===== config.mk =====
export PLATFORM = sky130hd
export DESIGN_NAME = core_sequencer
export DESIGN_NICKNAME = d
export VERILOG_FILES = /design/src/rtl/core_sequencer.sv
export SDC_FILE = /design/constraint.sdc
export NUM_CORES = 1
export LEC_CHECK = 0
export CORE_UTILIZATION = 50
export DETAILED_ROUTE_END_ITERATION = 12
export GPL_ROUTABILITY_DRIVEN = 0
export PLACE_DENSITY = 0.68
export SLEW_MARGIN = 20
export SYNTH_ARGS = -nofsm -noshare
export SYNTH_HDL_FRONTEND = slang
export SYNTH_SLANG_ARGS = --single-unit

===== constraint.sdc =====
create_clock -name clock -period 4.72 [get_ports clock]
set_clock_uncertainty 0.15 [all_clocks]
set_input_delay 0.944 -clock clock [delete_from_list [all_inputs] [get_ports clock]]
set_output_delay 0.944 -clock clock [all_outputs]
set_load 0.005 [all_outputs]

===== src/rtl/core_sequencer.sv =====
// BeeF control sequencer: PC, loop-return stack and forward-skip nesting counter.
// Executes CBF/CBB with arbitrary nesting and latches the first fault until reset.

package core_sequencer_pkg;
  typedef enum logic [3:0] {
    INC = 4'd0,
    DEC = 4'd1,
    PSH = 4'd2,
    POP = 4'd3,
    MVR = 4'd4,
    MVL = 4'd5,
    CBF = 4'd6,
    CBB = 4'd7,
    NOP = 4'd8
  } op_code;
endpackage

module core_sequencer
  import core_sequencer_pkg::*;
#(
  parameter int unsigned      PC_W        = 16,
  parameter int unsigned      CACHE_DEPTH = 8,
  parameter int unsigned      SKIP_W      = 8,
  parameter logic [PC_W-1:0]  RESET_PC    = '0,
  localparam int unsigned     LVL_W       = $clog2(CACHE_DEPTH + 1)
) (
  input  logic             clock,
  input  logic             reset_n,
  input  logic             instr_valid,
  input  op_code           instruction,
  input  logic             acc_zero,
  output logic [PC_W-1:0]  pc,
  output logic [1:0]       state,
  output logic             exec_en,
  output logic [LVL_W-1:0] stack_level,
  output logic             fault,
  output logic [1:0]       fault_code
);

  localparam int unsigned IDX_W = (CACHE_DEPTH > 1) ? $clog2(CACHE_DEPTH) : 1;

  localparam logic [1:0] CORE_S       = 2'd0;
  localparam logic [1:0] BRANCH_S     = 2'd1;
  localparam logic [1:0] CACHE_SAVE_S = 2'd2;
  localparam logic [1:0] FAULT_S      = 2'd3;

  localparam logic [1:0] FC_NONE      = 2'd0;
  localparam logic [1:0] FC_OVERFLOW  = 2'd1;
  localparam logic [1:0] FC_UNDERFLOW = 2'd2;
  localparam logic [1:0] FC_DEPTH     = 2'd3;

  logic [PC_W-1:0]   pc_q, pc_d;
  logic [1:0]        state_q, state_d;
  logic [LVL_W-1:0]  level_q, level_d;
  logic [SKIP_W-1:0] skip_q, skip_d;
  logic              fault_q, fault_d;
  logic [1:0]        code_q, code_d;
  logic [PC_W-1:0]   stack_q [CACHE_DEPTH];
  logic [PC_W-1:0]   stack_d [CACHE_DEPTH];

  logic [IDX_W-1:0]  push_idx, top_idx;
  logic              is_branch_op;

  assign push_idx     = IDX_W'(level_q);
  assign top_idx      = IDX_W'(level_q - 1'b1);
  assign is_branch_op = (instruction == CBF) || (instruction == CBB);

  always_comb begin
    pc_d    = pc_q;
    state_d = state_q;
    level_d = level_q;
    skip_d  = skip_q;
    fault_d = fault_q;
    code_d  = code_q;
    stack_d = stack_q;
    case (state_q)
      CORE_S: begin
        if (instr_valid) begin
          case (instruction)
            CBF: begin
              if (acc_zero) begin
                skip_d  = SKIP_W'(1);
                pc_d    = pc_q + 1'b1;
                state_d = BRANCH_S;
              end else if (level_q < LVL_W'(CACHE_DEPTH)) begin
                // pc holds so the CBF address itself is the loop return point
                stack_d[push_idx] = pc_q;
                level_d           = level_q + 1'b1;
                state_d           = CACHE_SAVE_S;
              end else begin
                state_d = FAULT_S;
                fault_d = 1'b1;
                code_d  = FC_OVERFLOW;
              end
            end
            CBB: begin
              if (level_q == '0) begin
                state_d = FAULT_S;
                fault_d = 1'b1;
                code_d  = FC_UNDERFLOW;
              end else if (!acc_zero) begin
                pc_d = stack_q[top_idx] + 1'b1;
              end else begin
                level_d = level_q - 1'b1;
                pc_d    = pc_q + 1'b1;
              end
            end
            default: pc_d = pc_q + 1'b1;
          endcase
        end
      end
      CACHE_SAVE_S: begin
        pc_d    = pc_q + 1'b1;
        state_d = CORE_S;
      end
      BRANCH_S: begin
        if (instr_valid) begin
          case (instruction)
            CBF: begin
              if (&skip_q) begin
                state_d = FAULT_S;
                fault_d = 1'b1;
                code_d  = FC_DEPTH;
              end else begin
                skip_d = skip_q + 1'b1;
                pc_d   = pc_q + 1'b1;
              end
            end
            CBB: begin
              skip_d = skip_q - 1'b1;
              pc_d   = pc_q + 1'b1;
              if (skip_q == SKIP_W'(1)) state_d = CORE_S;
            end
            default: pc_d = pc_q + 1'b1;
          endcase
        end
      end
      default: ;  // FAULT_S: everything frozen until reset
    endcase
  end

  always_ff @(posedge clock) begin
    if (!reset_n) begin
      pc_q    <= RESET_PC;
      state_q <= CORE_S;
      level_q <= '0;
      skip_q  <= '0;
      fault_q <= 1'b0;
      code_q  <= FC_NONE;
    end else begin
      pc_q    <= pc_d;
      state_q <= state_d;
      level_q <= level_d;
      skip_q  <= skip_d;
      fault_q <= fault_d;
      code_q  <= code_d;
      stack_q <= stack_d;
    end
  end

  assign exec_en     = (state_q == CORE_S) && instr_valid && !is_branch_op;
  assign pc          = pc_q;
  assign state       = state_q;
  assign stack_level = level_q;
  assign fault       = fault_q;
  assign fault_code  = code_q;

endmodule

==> key figures, run 1 <==
Logic synthesis
  – Post-synthesis cell count: 553
  – Synth top cells by count: edfxtp_1, nor2_1, dfxtp_1, a21oi_1, nand2_1
  – Syn_area_per_cell: 13.59 um2
  – Synth area leader: edfxtp_1
  – Post-synthesis async set-or-reset flop share: 0
  – Most used flip-flop cell after synthesis: edfxtp_1
  – Post-Syn Nets: 571
  – Ranking of synthesized cells by area: edfxtp_1, dfxtp_1, mux4_2, mux2i_1, a21oi_1
  – Yosys warns: 0
  – Synth top area share: 0.5115
  – Flops & latches, synth: 161
  – Synth cell types: 64
  – Number of synthesized flops with an enable pin: 128
  – Post-Synthesis Cell Area: 7515 um2
  – Sequential fraction of the synthesis area: 0.5994
  – Most common cell in the netlist: edfxtp_1

Worst hold path
  – Worst hold path class: flip-flop to flip-flop
  – WHS Endpoint: fault
  – Hold_sp: fault
  – Worst hold stages: 2

Clocking
  – CTS H-tree depth: 4
  – Clk pin slew, worst setup/hold paths: 0.06 ns
  – Setup Buffers After CTS: 0
  – TritonCTS clock tree: yes
  – Num CTS Buffers: 17
  – Number of gates resized after CTS: 0
  – Root buffer cell: clkbuf_16
  – Clock latency on the worst-skew pair: 0.43 ns
  – Clock buffer depth: 2
  – Clock Sink Count: 161
  – Cts hold-fix bufs: 0

Worst setup path
  – Reg-to-reg endpoint: pc[14]
  – CP Cell Sequence: inv_1, ha_2, nor3b_1, mux2_2, nor4_4, ha_1, nor3b_1, nand2_1, nor2_1, xor2_1, a21oi_1
  – Slowest cell delay on critical path: 0.90 ns
  – WS Path Type: flip-flop to flip-flop
  – CP Launch Type: flip-flop
  – CP Capture Type: flip-flop
  – Crit path DAT: 3.98 ns
  – CP max-delay cell: ha_2
  – Crit path from: stack_level[1]
  – CP required: 4.88 ns
  – Most used cell along the critical path: nor3b_1
  – Start of the worst register-to-register path: stack_level[1]
  – Reg2reg path depth: 11
  – FF-to-FF setup slack: 0.90 ns
  – Critical path fanouts, max: 33

Place
  – Port Buffers: 33
  – Area of placed instances: 8059 um2
  – Post-DP HPWL: 10.27 mm
  – Pre-CTS worst setup slack: 0.9114 ns

Drt
  – Vias: 4,818
  – TritonRoute pass-1 iters: 5
  – Drt wl/cell: 20.50 um
  – DRC: 0
  – DR vias/cell: 6.106
  – DRT iter0 DRCs: 499
  – Routed Antenna Nets: 0
  – Routed wire length: 16.18 mm

GRT
  – Overflow left after global routing: 0
  – Initial antenna violation count: 0
  – First-pass GRT wire length: 25.85 mm
  – Largest net degree at the start of global routing: 46
  – GRT Total Usage: 0.2198
  – Vias in the first global route: 4,734

Pwr
  – VDD IR max: 0.0002484 V
  – Internal cell power: 2.459 mW
  – Sequential power share: 0.500
  – Psw: 0.7791 mW
  – Comb power frac: 0.105
  – Sw Ratio: 0.2406
  – Static leakage: 2.839 nW
  – Power density cells: 375.8 nW/um2
  – Clock share of power: 0.395

Timing
  – Worst slew pin tran: 0.8279 ns
  – Final Hold Vio Count: 0
  – Final period util: 0.8099
  – Minimum clock period: 3.823 ns
  – Unrepaired setup endpoints after global routing: no
  – Maximum clock frequency: 0.2616 GHz
  – Post-route setup slack: 0.8975 ns
  – Slew HR: 0.4481
  – Hold_ws: 0.3262 ns
  – Post-Route Setup TNS: 0 ns
  – Max-slew violations: 0
  – Final setup viols: 0

Cells and area
  – Share of cells above drive strength 1: 0.1686
  – Antenna cells: 0
  – Core Util, Final: 0.5905
  – Post-route cell area: 8615 um2
  – Area delta synth->final: 14.64%
  – FILL cells: 1,106
  – Final #Nets: 610

Floorplanning
  – IO Pins: 34
  – Die ar.: 15,520 um2
  – Die width: 124.6 um
  – Die H: 124.6 um
  – Rows: 44
  – Initial core utilization: 0.5151
  – CORE AREA: 14,590 um2

Run
  – Max-cap viol count: 0

Status
  – Status: completed
==> critical path, delay by kind of cell (launching register included) <==
kind | cells | cell delay (ns)
adders and majority gates | 2 | 1.17
and+or+nand+nor | 5 | 1.07
DFF | 1 | 0.48
muxes | 1 | 0.33
xor gates and xnor gates | 1 | 0.25
buffers and inverters | 1 | 0.14
AOI/OAI and AO/OA | 1 | 0.11
==> routing by layer <==
layer	global-route usage	wire length (um)	vias to the layer above
met5	0	0	-
met4	0.08292	408	0
met3	0.05069	1083	42
met2	0.3468	7675	181
met1	0.2964	7009	2382
li1	-	-	2213
==> sequential cells by signal, indices dropped and copies added (netlist names) <==
signal	flops
stack_q	128
pc	16
skip_q	8
stack_level	4
fault_code	2
state	2
fault	1
==> final cells by class <==
cell class	instances	area, um2	share of cell area
clock buffer	24	501.7	0.05824
clock inverter	8	53.80	0.006245
inverter	12	45.04	0.005229
multi-input combinational	352	2835	0.3291
sequential	161	4506	0.5230
tap	184	230.2	0.02672
timing repair buffer	48	442.9	0.05142
==> cells in the final DEF, fill, tap and decap left out, types with 6 or more instances in the layout <==
cell / instances
xor2_1: 8
clkdlybuf4s50_1: 33
mux2i_1: 27
buf_4: 15
nor3b_1: 11
mux2_2: 8
clkbuf_16: 17
nand2b_1: 6
and2_1: 7
ha_1: 9
mux4_2: 25
xnor2_1: 9
nand3_1: 12
dfxtp_1: 32
inv_1: 11
a21boi_0: 7
nand4_1: 6
o21a_1: 7
nand2_1: 32
and3_1: 6
edfxtp_1: 128
a21oi_1: 32
nor3_1: 22
nand3b_1: 8
o21ai_0: 12
nor2_1: 34
==> worst max-delay path by stage <==
| stage | to | slack [ns] |
|---|---|---|
| 3_5_place_dp | pc[14] | 0.91 |
| 6_report | pc[14] | 0.90 |
| 3_3_place_gp | pc[10] | 1.02 |
| 2_1_floorplan | pc[6] | 1.02 |
| 4_1_cts | pc[14] | 0.88 |
| 5_1_grt | pc[12] | 0.71 |
==> metrics by stage <==
stage | total power [mW] | std cells
CTS | 3.262 | 789
floorplan | 1.866 | 553
detailed placement | 1.989 | 757
global placement | 1.980 | 757
finish | 3.238 | 789
global route | 3.353 | 789
==> power by group through the flow <==
stage               Sequential [mW]  Clock, mW  Combinational [mW]
detailed placement             1.65          0               0.339
global route                   1.63       1.35               0.380
CTS                            1.62       1.30               0.341
floorplan                      1.63          0               0.234
finish                         1.62       1.28               0.341
global placement               1.65          0               0.333
==> cells by family (layout without fill, tap and decap cells) <==
group                      after synthesis  count (layout)  share of synthesized area
xor gates and xnor gates                18              18                    0.02348
buffers and inverters                   40              92                    0.02631
muxes                                   60              60                     0.1229
DFF                                    161             161                     0.5994
and+or+nand+nor                        174             174                     0.1319
AOI/OAI and AO/OA                       90              90                    0.07942
adders and majority gates               10              10                    0.01665
Note: power is estimated with default switching activity, not from simulation.
==> run 2, diff against run 1 <==
--- a/config.mk
+++ b/config.mk
@@ -8,7 +8,7 @@
 export CORE_UTILIZATION = 50
 export DETAILED_ROUTE_END_ITERATION = 12
 export GPL_ROUTABILITY_DRIVEN = 0
-export PLACE_DENSITY = 0.68
+export PLACE_DENSITY = 0.71
 export SLEW_MARGIN = 20
 export SYNTH_ARGS = -nofsm -noshare
 export SYNTH_HDL_FRONTEND = slang
==> constraint.sdc (replaced) <==
create_clock -name clock -period 3.05 [get_ports clock]
set_clock_uncertainty 0.15 [all_clocks]
set_input_delay 0.61 -clock clock [delete_from_list [all_inputs] [get_ports clock]]
set_output_delay 0.61 -clock clock [all_outputs]
set_load 0.005 [all_outputs]
==> run 2 against run 1 <==
Clock-buffer cell count shrank 5; worst hold slack got worse by 0.0060 ns; clock power rose by 60%; largest cell class unchanged; flip-flop and latch count is the same; first-iteration DRC count down 23%; core utilization is 3.3 points higher.
==> key figures, run 2 (synthesized netlist as in run 1, its figures left out) <==
Timing
  – Post-route setup slack: 0.1092 ns (-0.7883 ns)
  – Slew HR: 0.5769 (+0.1288)
  – Maximum clock frequency: 0.3400 GHz (+30%)
  – Worst slew pin tran: 0.6346 ns (-0.1932 ns)
  – Unrepaired setup endpoints after global routing: yes
  – Minimum clock period: 2.941 ns (-0.8817 ns)
  – Final Hold Vio Count: 0 (unchanged)
  – Final setup viols: 0 (unchanged)
  – Max-slew violations: 0 (unchanged)
  – Final period util: 0.9642 (+0.1543)

GRT
  – First-pass GRT wire length: 26.28 mm (+1.7%)
  – Vias in the first global route: 4,899 (+3.5%)
  – GRT Total Usage: 0.2222 (+0.002453)
  – Largest net degree at the start of global routing: 36 (-22%)
  – Initial antenna violation count: 0 (unchanged)
  – Overflow left after global routing: 0 (unchanged)

Pwr
  – Total power: 5.172 mW (+60%)
  – Power density cells: 568.8 nW/um2 (+51%)
  – Static leakage: 3.059 nW (+7.8%)
  – VDD IR max: 0.0003611 V (+45%)

Clocking
  – Clock Sink Count: 161 (unchanged)
  – Num CTS Buffers: 17 (unchanged)
  – TritonCTS clock tree: yes
  – Clock latency on the worst-skew pair: 0.43 ns (about the same)
  – CTS H-tree depth: 4 (unchanged)
  – Clk pin slew, worst setup/hold paths: 0.06 ns (about the same)
  – Root buffer cell: clkbuf_16
  – Cts hold-fix bufs: 0 (unchanged)
  – Clock buffer depth: 2 (unchanged)

Run
  – Max-cap viol count: 0 (unchanged)

Worst setup path
  – Critical path fanouts, max: 8 (-76%)
  – CP required: 3.22 ns (-1.66 ns)
  – CP Capture Type: flip-flop
  – CP Launch Type: flip-flop
  – Crit path DAT: 3.11 ns (-0.87 ns)
  – WS Path Type: flip-flop to flip-flop

Cells and area
  – Antenna cells: 0 (unchanged)
  – Commonest cells after routing, fill and taps aside: edfxtp_1, buf_4, clkdlybuf4s50_1
  – Final #Nets: 645 (+5.7%)
  – Area delta synth->final: 21.01%
  – Share of cells above drive strength 1: 0.2313 (+0.06265)
  – Max FFs per register: 128 (unchanged)
  – Commonest non-fill, non-tap cell in the layout: edfxtp_1
  – Top reg by flops: stack_q

Floorplanning
  – Die H: 124.6 um (unchanged)
  – Rows: 44 (unchanged)
  – IO Pins: 34 (unchanged)
  – Initial core utilization: 0.5151 (unchanged)
  – Die ar.: 15,520 um2 (unchanged)
  – CORE AREA: 14,590 um2 (unchanged)
  – Die width: 124.6 um (unchanged)

Drt
  – Drt wl/cell: 19.84 um (-3.2%)
  – Vias: 4,947 (+2.7%)
  – TritonRoute pass-1 iters: 5 (unchanged)
  – DRT iter0 DRCs: 384 (-23%)
  – DRC: 0 (unchanged)
  – Routed Antenna Nets: 0 (unchanged)
  – Routed wire length: 16.35 mm (+1.1%)
  – DR vias/cell: 6.004 (-1.7%)

Status
  – Status: completed

Place
  – Port Buffers: 33 (unchanged)
  – Post-DP HPWL: 10.39 mm (+1.1%)
  – Pre-CTS worst setup slack: 0.04230 ns (-0.8691 ns)

Worst hold path
  – Worst hold path class: flip-flop to flip-flop
run 2: cell count changes in the layout (fill, tap and decap cells not counted), moves of 2 or more:
cell / change
clkinv_4: +3
buf_12: +10
buf_6: +4
nor2_2: +4
inv_1: -2
bufinv_16: +2
nor3_2: +2
nor3_1: -2
nor2_1: -4
nor3b_1: -2
clkbuf_8: -5
buf_4: +21
run 2: power by group:
| part | switching, mW | internal (mW) |
|---|---|---|
| Combinational | 0.363 | 0.294 |
| Sequential | 0.0419 | 2.42 |
| Clock | 0.848 | 1.20 |
| Total | 1.25 | 3.92 |
run 2: final timing paths:
path	startpoint	to	slack (ns)	cells past startpoint
worst max register to register	stack_level[0]	pc[14]	0.11	12
worst max-delay path	stack_level[0]	pc[14]	0.11	12
worst min-delay path	fault	fault	0.32	2
worst min register to register	fault	fault	0.32	2
run 2: repair_timing:
item,in CTS,in global routing
hold endpoints to repair,0,0
setup buffers,0,10
setup endpoints to repair,0,10
resized for setup,0,8
run 2: area by class of cell:
cell class | count | area, um2
clock buffers | 19 | 432.9
inverters | 12 | 47.55
clock inverters | 13 | 138.9
repair buffers | 83 | 845.8
flip-flops and latches | 161 | 4509
fillers | 1042 | 5495
well taps | 184 | 230.2
multi-input cells | 352 | 2889
run 2: routing by layer:
layer  global-route usage  part of all wire  wire (um)  vias up
met4              0.06875             0.012        192        0
met2               0.3536              0.49       7934      153
li1                     -                 -          -     2289
met5                    0                 0          0        -
met3              0.04854             0.044        719       22
met1               0.3052              0.46       7501     2483
run 2: per-stage QoR:
step	util	hold slack [ns]	area, um2	instances	setup TNS (ns)
6_report	0.6233	0.3202	9094	824	0
5_1_grt	0.6233	0.3503	9094	824	-0.04300
4_1_cts	0.6155	0.3318	8980	814	0
3_5_place_dp	0.5763	0.3157	8408	782	0
3_3_place_gp	0.5763	0.2942	8408	782	0
2_1_floorplan	-	0.3019	7591	553	-1.161
run 2: worst max-delay path, cell delays in order, from the launching register on:
cell     delay (ns)
dfxtp_4        0.36
inv_4          0.05
ha_4           0.17
xnor2_4        0.34
buf_6          0.17
mux2_4         0.31
nor4_4         0.28
ha_2           0.26
nor3b_2        0.16
nand2_1        0.14
nor2_1         0.17
xor2_1         0.18
a21oi_1        0.08
